**src/rtl/player_link_tx.sv**
```systemverilog
// 8N1 serial transmitter for the local player code: frames every legal change of
// the selection and re-sends a non-zero code periodically for late-starting peers.
module player_link_tx #(
  parameter int CLKS_PER_BIT = 564,
  parameter int RESEND_CLKS  = 6_500_000
) (
  input  logic       clk,
  input  logic       rst,
  input  logic [1:0] selected_player,
  output logic       tx,
  output logic       busy,
  output logic       frame_done,
  output logic [1:0] sent_code
);

  localparam int BW = (CLKS_PER_BIT > 1) ? $clog2(CLKS_PER_BIT) : 1;
  localparam int RW = (RESEND_CLKS > 1) ? $clog2(RESEND_CLKS) : 1;
  localparam logic [BW-1:0] BAUD_LAST = BW'(CLKS_PER_BIT - 1);
  localparam logic [RW-1:0] RES_LAST  = RW'(RESEND_CLKS - 1);

  typedef enum logic [1:0] {IDLE, START, DATA, STOP} state_t;

  state_t        r_state, w_state_nx;
  logic [BW-1:0] r_baud, w_baud_nx;
  logic [2:0]    r_bit, w_bit_nx;
  logic [RW-1:0] r_resend, w_resend_nx;
  logic [7:0]    r_shift, w_shift_nx;
  logic [1:0]    r_last, w_last_nx;
  logic [1:0]    r_code, w_code_nx;
  logic [1:0]    r_sent, w_sent_nx;
  logic          w_change, w_resend, w_baud_end;
  logic [1:0]    w_frame_code;

  // A fresh legal value beats a due resend when both happen in the same cycle.
  assign w_change     = (selected_player != 2'b10) && (selected_player != r_last);
  assign w_resend     = (r_last != 2'b00) && (r_resend == RES_LAST);
  assign w_frame_code = w_change ? selected_player : r_last;
  assign w_baud_end   = (r_baud == BAUD_LAST);

  always_ff @(posedge clk or negedge rst) begin
    if (!rst) begin
      r_state  <= IDLE;
      r_baud   <= '0;
      r_bit    <= '0;
      r_resend <= '0;
      r_shift  <= '0;
      r_last   <= 2'b00;
      r_code   <= 2'b00;
      r_sent   <= 2'b00;
    end else begin
      r_state  <= w_state_nx;
      r_baud   <= w_baud_nx;
      r_bit    <= w_bit_nx;
      r_resend <= w_resend_nx;
      r_shift  <= w_shift_nx;
      r_last   <= w_last_nx;
      r_code   <= w_code_nx;
      r_sent   <= w_sent_nx;
    end
  end

  always_comb begin
    w_state_nx  = r_state;
    w_baud_nx   = r_baud;
    w_bit_nx    = r_bit;
    w_resend_nx = '0;
    w_shift_nx  = r_shift;
    w_last_nx   = r_last;
    w_code_nx   = r_code;
    w_sent_nx   = r_sent;
    case (r_state)
      IDLE: begin
        w_baud_nx = '0;
        w_bit_nx  = '0;
        if (w_change || w_resend) begin
          w_state_nx = START;
          w_code_nx  = w_frame_code;
          w_last_nx  = w_frame_code;
          w_shift_nx = {4'hA, 2'b00, w_frame_code};
        end else if (r_last != 2'b00) begin
          w_resend_nx = r_resend + 1'b1;
        end
      end
      START: begin
        if (w_baud_end) begin
          w_state_nx = DATA;
          w_baud_nx  = '0;
        end else begin
          w_baud_nx = r_baud + 1'b1;
        end
      end
      DATA: begin
        if (w_baud_end) begin
          w_baud_nx  = '0;
          w_shift_nx = {1'b0, r_shift[7:1]};
          if (r_bit == 3'd7) begin
            w_state_nx = STOP;
            w_bit_nx   = '0;
          end else begin
            w_bit_nx = r_bit + 3'd1;
          end
        end else begin
          w_baud_nx = r_baud + 1'b1;
        end
      end
      STOP: begin
        if (w_baud_end) begin
          w_state_nx = IDLE;
          w_baud_nx  = '0;
          w_sent_nx  = r_code;
        end else begin
          w_baud_nx = r_baud + 1'b1;
        end
      end
      default: w_state_nx = IDLE;
    endcase
  end

  // Outputs decode straight from state so an asynchronous reset idles the line at once.
  always_comb begin
    tx = 1'b1;
    case (r_state)
      START:   tx = 1'b0;
      DATA:    tx = r_shift[0];
      default: tx = 1'b1;
    endcase
  end

  assign busy       = (r_state != IDLE);
  assign frame_done = (r_state == STOP) && w_baud_end;
  assign sent_code  = r_sent;

endmodule

```
**config.mk**
```make
export PLATFORM = sky130hd
export DESIGN_NAME = player_link_tx
export DESIGN_NICKNAME = d
export VERILOG_FILES = /design/src/rtl/player_link_tx.sv
export SDC_FILE = /design/constraint.sdc
export NUM_CORES = 1
export LEC_CHECK = 0
export BUFFER_PORTS_ARGS = -buffer_cell sky130_fd_sc_hd__buf_2
export CORE_ASPECT_RATIO = 0.7
export CORE_MARGIN = 1.5
export CORE_UTILIZATION = 45
export CTS_BUF_LIST = sky130_fd_sc_hd__clkbuf_16
export DETAILED_ROUTE_END_ITERATION = 7
export GPL_TIMING_DRIVEN = 0
export SYNTH_ARGS = -nofsm -noshare
export SYNTH_HDL_FRONTEND = slang
export SYNTH_SLANG_ARGS = --single-unit
```
**constraint.sdc**
```tcl
create_clock -name clk -period 3.2 [get_ports clk]
set_clock_uncertainty 0.15 [all_clocks]
set_input_delay 0.48 -clock clk [delete_from_list [all_inputs] [get_ports clk]]
set_output_delay 0.48 -clock clk [all_outputs]
set_load 0.01 [all_outputs]
```
==> flow_metrics.env, run 1 <==
export IMPL_worst_setup_path_type="flip-flop to flip-flop"
export IMPL_yosys_cell_types_count=35
export IMPL_required_ns=3.22
export IMPL_regArea_mm2=0.00125
export IMPL_r2r_end="r_resend[7]"
export IMPL_worstMarginPinSlew_ns=1.11
export IMPL_path_buf_inv=3
export IMPL_setup_viol=0
export IMPL_power_total_uw=1240
export IMPL_start_util=0.478
export IMPL_cpMostUsedCell="buf_4"
export IMPL_synth_top_flop_cell="dfrtp_1"
export IMPL_crit_arrival_ns=2.61
export IMPL_multi_input_area_mm2=0.00122
export IMPL_max_freq_ghz=0.386
export IMPL_cp_slowest_cell="or4_4"
export IMPL_synth_top_area_frac=0.487
export IMPL_switching_share=0.194
export IMPL_syn_area_mm2=0.00257
export IMPL_finalWirelength_um=4760
export IMPL_cts_root_buf="clkbuf_16"
export IMPL_first_pass_iters=4
export IMPL_hold_viol=0
export IMPL_track_usage=0.181
export IMPL_die_area_mm2=0.00617
export IMPL_status="finished, final reports clean"
export IMPL_port_buffers=8
export IMPL_slew_headroom=0.258
export IMPL_htree_levels=2
export IMPL_grt_overflow_total=0
export IMPL_synth_edff_count=0
export IMPL_p_seq_frac=0.510
export IMPL_avgSynthCellArea_um2=9.91
export IMPL_grt_max_degree=51
export IMPL_syn_inst=259
export IMPL_rows=22
export IMPL_rsz0062_at_grt="false"
export IMPL_cts_tree="yes"
export IMPL_drt_iter0_markers=95
export IMPL_yosys_warnings=0
export IMPL_grt_pass1_vias=1709
export IMPL_path_clk_slew_ns=0.06
export IMPL_grt_pass1_wl_um=8420
export IMPL_fin_crit_sh=0.809
export IMPL_min_delay_path_class="input pin to asynchronous set/reset pin"
export IMPL_clockPowerShare=0.473
export IMPL_synth_simple_gate_area_frac=0.231
export IMPL_wire_per_inst_um=13.7
export IMPL_end_kind="flip-flop"
export IMPL_ys_ff_latch=50
export IMPL_setup_tns_ns=0
export IMPL_synth_compound_area_frac=0.0585
export IMPL_io_pins=9
export IMPL_design_area_mm2=0.00286
export IMPL_final_cell_mix="dfrtp_1, nor2_1, nand2_1, xor2_1, nand4_1"
export IMPL_maxSlewViolCount=0
export IMPL_fin_nets=287
export IMPL_max_cap_viol_count=0
export IMPL_cts_setup_buffers=0
export IMPL_slowest_delay_ns=0.55
export IMPL_synthAdderAreaFrac=0.0439
export IMPL_fill_cells=497
export IMPL_async_reset_ff_frac=1.00
export IMPL_gp_congestion=0.761
export IMPL_r2r_cells=9
export IMPL_r2r_slack_ns=0.61
export IMPL_power_leakage_uw=0.00132
export IMPL_placed_area_mm2=0.00270
export IMPL_dp_hpwl_um=3250
export IMPL_cts_buffer_depth=2
export IMPL_power_per_cell_area_mw_per_mm2=434
export IMPL_p_int_uw=1000
export IMPL_area_delta_synth_final_pct=11.5
export IMPL_ant_nets=0
export IMPL_yosysSeqAreaShare=0.487
export IMPL_start_kind="flip-flop"
export IMPL_coreArea_mm2=0.00537
export IMPL_antenna_cells=0
export IMPL_cts_made_buffers=5
export IMPL_combPwrFrac=0.017
export IMPL_synth_area_mux_share=0.0453
export IMPL_synth_top_family_by_area="simple AND/OR/NAND/NOR gates"
export IMPL_yosys_area_top_type="dfrtp_1"
export IMPL_ir_worst_vdd_uv=183
export IMPL_cpLargestDelayFamily="simple AND/OR/NAND/NOR gates"
export IMPL_drive_gt1_frac=0.0945
export IMPL_clock_latency_ns=0.29
export IMPL_die_y_um=66.2
export IMPL_worstPathCellList="ha_1, buf_4, nand4_1, or4_4, nor3_4, or4_1, buf_2, buf_4, nor2_1"
export IMPL_layout_commonest_cell="dfrtp_1"
export IMPL_vias=1779
export IMPL_synth_nets=272
export IMPL_synth_xor_area_frac=0.0989
export IMPL_crit_fanout=10
export IMPL_antenna_found_initial=0
export IMPL_synth_area_top_cells="dfrtp_1, xor2_1, nor2_1"
export IMPL_final_util=0.534
export IMPL_p_switching_uw=242
export IMPL_period_needed_ns=2.59
export IMPL_clock_sinks=50
export IMPL_ctsResizeCount=0
export IMPL_reg2reg_from="r_resend[0]"
export IMPL_dieWidth_um=93.3
export IMPL_vias_per_cell=5.13
export IMPL_drc_errors=0
export IMPL_hold_buffers=0
==> worst max-delay path by stage <==
stage | startpoint | end | slack [ns] | cells past startpoint
after global routing | r_baud[0] | r_shift[1] | 0.45 | 6
after global placement | r_resend[0] | r_resend[16] | 0.65 | 9
after detailed placement | r_resend[0] | r_resend[7] | 0.62 | 9
after floorplan | r_resend[0] | r_shift[0] | 0.88 | 7
after CTS | r_resend[0] | r_resend[7] | 0.60 | 9
final | r_resend[0] | r_resend[7] | 0.61 | 9
==> cell families (layout without fill, tap and decap cells) <==
| group | Yosys count | in the layout |
|---|---|---|
| AOI/OAI and AO/OA | 22 | 22 |
| xor gates and xnor gates | 29 | 29 |
| adders and majority gates | 9 | 9 |
| buffers and inverters | 21 | 37 |
| DFF | 50 | 50 |
| muxes | 10 | 10 |
| and+or+nand+nor | 118 | 118 |
==> routing by layer <==
layer | global-route usage | vias to the layer above | part of all wire
met5 | 0 | - | 0
met4 | 0.0682 | 0 | 0.012
met3 | 0.0448 | 6 | 0.028
met2 | 0.248 | 17 | 0.39
met1 | 0.271 | 843 | 0.57
li1 | - | 913 | -
==> sequential cells by signal (all words and copies together), names as in the netlist <==
signal     count
r_shift        8
r_resend      23
r_bit          3
sent_code      2
r_code         2
r_baud        10
r_state        2
==> stage by stage <==
stage          setup slack (ns)  hold slack (ns)  instances
6_report                  0.610            0.246        347
5_1_grt                   0.446            0.349        347
4_1_cts                   0.604            0.303        347
3_5_place_dp              0.623            0.294        339
3_3_place_gp              0.650            0.295        339
2_1_floorplan             0.879           0.0344        259
==> power groups by stage <==
stage,Sequential [uW],Combinational (uW),Clock [uW]
CTS,633,22.3,611
detailed placement,646,22.4,0
global placement,646,22.0,0
global route,633,25.8,635
floorplan,645,5.17,0
finish,634,21.0,589
==> layout make-up <==
class / instances / area share
inverter: 13 / 0.0170
buffer: 8 / 0.0149
timing repair buffer: 8 / 0.0140
clock inverter: 3 / 0.0144
clock buffer: 5 / 0.0437
sequential: 50 / 0.437
tap: 72 / 0.0315
multi-input combinational: 188 / 0.428
==> worst reg2reg max path: stages, from the launching register on <==
cell     delay [ns]
dfrtp_1        0.42
ha_1           0.17
buf_4          0.14
nand4_1        0.15
or4_4          0.55
nor3_4         0.34
or4_1          0.16
buf_2          0.14
buf_4          0.19
nor2_1         0.07
==> synthesized netlist by cell type (2+ instances only) <==
master    count
buf_4         3
nor4_1        2
and3_1        6
nor2_1       38
a22oi_1       3
a21oi_1       5
nor3_1        3
clkbuf_1      4
and2_1        3
and4_1        3
mux2_4        3
o21ai_0      10
ha_1          9
nand2b_1      3
nand3_1      10
nor4b_1       2
nand4_1      15
nand2_1      27
inv_1        13
xor2_1       22
xnor2_1       7
mux2i_1       6
dfrtp_1      50
Note: power is estimated with default switching activity, not from simulation.
==> run 2, diff against run 1 <==
Clock period 3.2 ns to 2.6 ns, I/O delays scaled along.
==> run 2 against run 1 <==
Compared with the run above:
- cell area up 1.2%
- critical endpoint unchanged
- highest routed layer unchanged
- sequential share of layout area decreased by 0.53 points
- sequential power increased by 23%
- largest power group unchanged
==> flow_metrics.env, run 2 (synthesized netlist as in run 1, its figures left out) <==
export IMPL_clockPowerShare=0.474
export IMPL_switching_share=0.194
export IMPL_clock_sinks=50
export IMPL_grt_pass1_wl_um=8420
export IMPL_cp_slowest_cell="or4_4"
export IMPL_power_total_uw=1530
export IMPL_first_pass_iters=4
export IMPL_cts_made_buffers=5
export IMPL_p_seq_frac=0.510
export IMPL_reg_largest_list="r_resend: 23 flops, r_baud: 10 flops, r_shift: 8 flops"
export IMPL_end_kind="flip-flop"
export IMPL_max_freq_ghz=0.405
export IMPL_period_needed_ns=2.47
export IMPL_required_ns=2.62
export IMPL_design_area_mm2=0.00290
export IMPL_p_switching_uw=298
export IMPL_worst_setup_path_type="flip-flop to flip-flop"
export IMPL_path_clk_slew_ns=0.06
export IMPL_slowest_delay_ns=0.55
export IMPL_antenna_cells=0
export IMPL_ant_nets=0
export IMPL_grt_max_degree=51
export IMPL_die_y_um=66.2
export IMPL_placed_area_mm2=0.00270
export IMPL_drt_iter0_markers=116
export IMPL_cts_tree="yes"
export IMPL_htree_levels=2
export IMPL_rows=22
export IMPL_min_delay_path_class="input pin to asynchronous set/reset pin"
export IMPL_fin_crit_sh=0.951
export IMPL_gp_congestion=0.761
export IMPL_coreArea_mm2=0.00537
export IMPL_port_buffers=8
export IMPL_clock_latency_ns=0.29
export IMPL_wire_per_inst_um=13.6
export IMPL_track_usage=0.181
export IMPL_combPwrFrac=0.017
export IMPL_final_cell_mix="dfrtp_1, nor2_1, nand2_1, xor2_1, nand4_1"
export IMPL_fill_cells=499
export IMPL_fin_nets=290
export IMPL_layout_commonest_cell="dfrtp_1"
export IMPL_hold_viol=0
export IMPL_vias=1791
export IMPL_crit_arrival_ns=2.49
export IMPL_drc_errors=0
export IMPL_start_util=0.478
export IMPL_grt_overflow_total=0
export IMPL_dp_hpwl_um=3250
export IMPL_power_per_cell_area_mw_per_mm2=528
export IMPL_power_leakage_uw=0.00134
export IMPL_crit_fanout=10
export IMPL_io_pins=9
export IMPL_max_cap_viol_count=0
export IMPL_antenna_found_initial=0
export IMPL_dieWidth_um=93.3
export IMPL_worstMarginPinSlew_ns=1.11
export IMPL_largest_register_ffs=23
export IMPL_regMostFlops="r_resend"
export IMPL_vias_per_cell=5.12
export IMPL_cts_buffer_depth=2
export IMPL_drive_gt1_frac=0.115
export IMPL_hold_buffers=0
export IMPL_finalWirelength_um=4760
export IMPL_rsz0062_at_grt="true"
export IMPL_maxSlewViolCount=0
export IMPL_ir_worst_vdd_uv=224
export IMPL_slew_headroom=0.259
export IMPL_start_kind="flip-flop"
export IMPL_die_area_mm2=0.00617
export IMPL_status="finished, final reports clean"
export IMPL_p_int_uw=1230
export IMPL_setup_viol=0
export IMPL_worstPathCellList="ha_1, buf_4, nand4_1, or4_4, nor3_4, or4_1, buf_2, buf_4, nor2_1"
export IMPL_cts_root_buf="clkbuf_16"
export IMPL_cpMostUsedCell="buf_4"
export IMPL_grt_pass1_vias=1709
export IMPL_area_delta_synth_final_pct=12.9
-- run 2: final timing paths --
check	start	to	slack, ns	cells after the start
min in group clk	selected_player[1]	r_code[1]	0.24	3
worst max register to register	r_resend[1]	r_resend[7]	0.13	9
worst min-delay path	rst	sent_code[1]	0.15	1
worst max-delay path	r_resend[1]	r_resend[7]	0.13	9
max in group asynchronous	rst	r_resend[12]	1.45	1
worst min register to register	r_baud[0]	r_baud[0]	0.30	1
-- run 2: critical path, delay by kind of cell, from the launching register on --
family / cells / cell delay (ns)
flops: 1 / 0.38
fa+ha+maj: 1 / 0.15
simple gates: 5 / 1.19
buf+inv: 3 / 0.48
-- run 2: power by group through the flow --
stage	registers [uW]	clock network (uW)	logic (uW)
2_1_floorplan	794	0	6.36
3_3_place_gp	795	0	27.1
3_5_place_dp	795	0	27.6
4_1_cts	780	752	27.5
5_1_grt	779	782	31.7
6_report	780	725	25.8
-- run 2: cell type report --
cell class | count | area (um^2) | share of cell area
Clock buffer | 5 | 125 | 0.0432
Multi-Input combinational cell | 188 | 1240 | 0.426
Tap cell | 72 | 90.1 | 0.0311
Clock inverter | 3 | 41.3 | 0.0142
Buffer | 8 | 43.8 | 0.0151
Inverter | 13 | 48.8 | 0.0168
Sequential cell | 50 | 1250 | 0.432
Timing Repair Buffer | 11 | 62.6 | 0.0216
-- run 2: per-stage QoR --
step | setup TNS [ns] | instances | hold slack, ns | setup WS, ns | util
final | 0 | 350 | 0.145 | 0.128 | 0.540
after global routing | -0.253 | 350 | 0.262 | -0.0227 | 0.540
after CTS | 0 | 347 | 0.213 | 0.00374 | 0.534
after detailed placement | 0 | 339 | 0.294 | 0.0228 | 0.503
after global placement | 0 | 339 | 0.295 | 0.0495 | 0.503
after floorplan | 0 | 259 | -0.0556 | 0.279 | -
-- run 2: timing repair --
action	in CTS	in global routing
setup buffers	0	3
endpoints found under the hold margin	0	0
endpoints found under the setup margin	0	28
resized for setup	0	4
-- run 2: per-layer routing --
layer	track usage	vias up	part of all wire
met5	0	-	0
met4	0.0682	0	0.013
met3	0.0448	7	0.033
met2	0.248	25	0.39
met1	0.271	836	0.56
li1	-	923	-
==> run 3, diff against run 2 <==
Settings changed: CELL_PAD_IN_SITES_DETAIL_PLACEMENT set to 2, CELL_PAD_IN_SITES_GLOBAL_PLACEMENT set to 2, CORE_UTILIZATION 45 to 40, PLACE_DENSITY_LB_ADDON set to 0.1.
==> run 3 against run 2 <==
Compared with the run above:
- clock-buffer cell count did not move
- combinational power rose by 7%
- power fell by 6.6%
- hold slack improved by 0.033 ns
- cell count rose by 2.0%
- sequential power barely moved
- setup slack got worse by 0.0070 ns
- clock power fell by 14%
- fmax fell by 0.28%
- via count rose by 6.1%
- largest cell class unchanged
==> flow_metrics.env, run 3 (synthesized netlist as in run 1, its figures left out) <==
export IMPL_drc_errors=0
export IMPL_area_delta_synth_final_pct=13.1
export IMPL_dieWidth_um=98.8
export IMPL_required_ns=2.61
export IMPL_cts_buffer_depth=2
export IMPL_coreArea_mm2=0.00622
export IMPL_cts_made_buffers=5
export IMPL_maxSlewViolCount=0
export IMPL_power_leakage_uw=0.00135
export IMPL_min_delay_path_class="input pin to asynchronous set/reset pin"
export IMPL_clock_sinks=50
export IMPL_drive_gt1_frac=0.118
export IMPL_period_needed_ns=2.48
export IMPL_reg_largest_list="r_resend: 23 flops, r_baud: 10 flops, r_shift: 8 flops"
export IMPL_finalWirelength_um=6430
export IMPL_port_buffers=8
export IMPL_gp_congestion=0.761
export IMPL_hold_viol=0
export IMPL_vias_per_cell=5.32
export IMPL_track_usage=0.204
export IMPL_end_kind="flip-flop"
export IMPL_grt_pass1_wl_um=11000
export IMPL_fin_cells=357
export IMPL_die_area_mm2=0.00692
export IMPL_layout_commonest_cell="dfrtp_1"
export IMPL_grt_max_degree=51
export IMPL_final_cell_mix="dfrtp_1, nor2_1, nand2_1, xor2_1, nand4_1"
export IMPL_start_kind="flip-flop"
export IMPL_crit_fanout=8
export IMPL_start_util=0.413
export IMPL_status="finished, final reports clean"
export IMPL_regMostFlops="r_resend"
export IMPL_crit_arrival_ns=2.49
export IMPL_drt_iter0_markers=84
export IMPL_power_total_uw=1430
export IMPL_htree_levels=2
export IMPL_cts_tree="yes"
export IMPL_worst_setup_path_type="flip-flop to flip-flop"
export IMPL_clock_latency_ns=0.28
export IMPL_placed_area_mm2=0.00271
export IMPL_fin_nets=291
export IMPL_grt_overflow_total=0
export IMPL_antenna_cells=0
export IMPL_grt_pass1_vias=2154
export IMPL_worstMarginPinSlew_ns=1.12
export IMPL_dpl_worst_slack_ns=-0.0234
export IMPL_dp_cells=345
export IMPL_path_clk_slew_ns=0.06
export IMPL_final_setup_worst_slack_ns=0.121
export IMPL_dp_hpwl_um=4560
export IMPL_first_pass_iters=6
export IMPL_die_y_um=70.0
export IMPL_antenna_found_initial=0
export IMPL_slew_headroom=0.251
export IMPL_largest_register_ffs=23
export IMPL_power_per_cell_area_mw_per_mm2=493
export IMPL_ir_worst_vdd_uv=245
export IMPL_io_pins=9
export IMPL_setup_viol=0
export IMPL_vias=1900
export IMPL_max_cap_viol_count=0
export IMPL_hold_ws_ns=0.178
export IMPL_fin_crit_sh=0.953
export IMPL_ant_nets=0
export IMPL_wire_per_inst_um=18.0
export IMPL_cts_root_buf="clkbuf_16"
export IMPL_max_freq_ghz=0.403
export IMPL_design_area_mm2=0.00290
export IMPL_rows=24
[run 3: where the power goes]
group / switching, uW / internal (uW) / total, uW
Clock: 274 / 349 / 622
Sequential: 1.50 / 778 / 780
Combinational: 23.3 / 4.32 / 27.6
Total: 299 / 1130 / 1430
[run 3: per-layer routing]
metal | vias up | global-route usage | part of all wire
li1 | 916 | - | -
met4 | 0 | 0.0429 | 0.0036
met2 | 13 | 0.326 | 0.48
met1 | 969 | 0.295 | 0.50
met5 | - | 0 | 0
met3 | 2 | 0.0330 | 0.017
[run 3: worst paths after layout]
check	to	from	depth (start not counted)	slack, ns
hold / removal	r_code[0]	rst	1	0.18
min in group clk	r_code[1]	selected_player[1]	3	0.27
max in group asynchronous	r_resend[17]	rst	1	1.44
setup / recovery	r_shift[0]	r_baud[0]	6	0.12
hold reg to reg	r_baud[0]	r_baud[0]	1	0.31
setup reg to reg	r_shift[0]	r_baud[0]	6	0.12
[run 3: critical path, stage by stage (launching register included)]
cell and delay, ns:
dfrtp_1 0.37, ha_1 0.26, nor4bb_1 0.46, nand3_2 0.33
nor2_1 0.25, o32ai_4 0.19, mux2_4 0.34
[run 3: area by class of cell]
| cell class | count | area (um^2) |
|---|---|---|
| tap | 78 | 97.6 |
| timing repair buffer | 12 | 70.1 |
| buffer | 8 | 57.6 |
| sequential | 50 | 1250 |
| clock inverter | 3 | 12.5 |
| inverter | 13 | 48.8 |
| clock buffer | 5 | 125 |
| multi-input combinational | 188 | 1240 |
| fill | 679 | 3310 |
[run 3: timing repair]
action / in CTS / in global routing
endpoints found under the setup margin: 23 / 29
gates resized for setup: 0 / 9
gates cloned: 0 / 0
setup buffers: 0 / 4
pin swaps: 1 / 3
hold buffers: 0 / 0
[run 3: through the flow]
| step | setup TNS (ns) | util |
|---|---|---|
| after global placement | 0 | 0.435 |
| after detailed placement | -0.187 | 0.435 |
| final | 0 | 0.467 |
| after global routing | -0.0696 | 0.467 |
| after floorplan | 0 | - |
| after CTS | 0 | 0.457 |
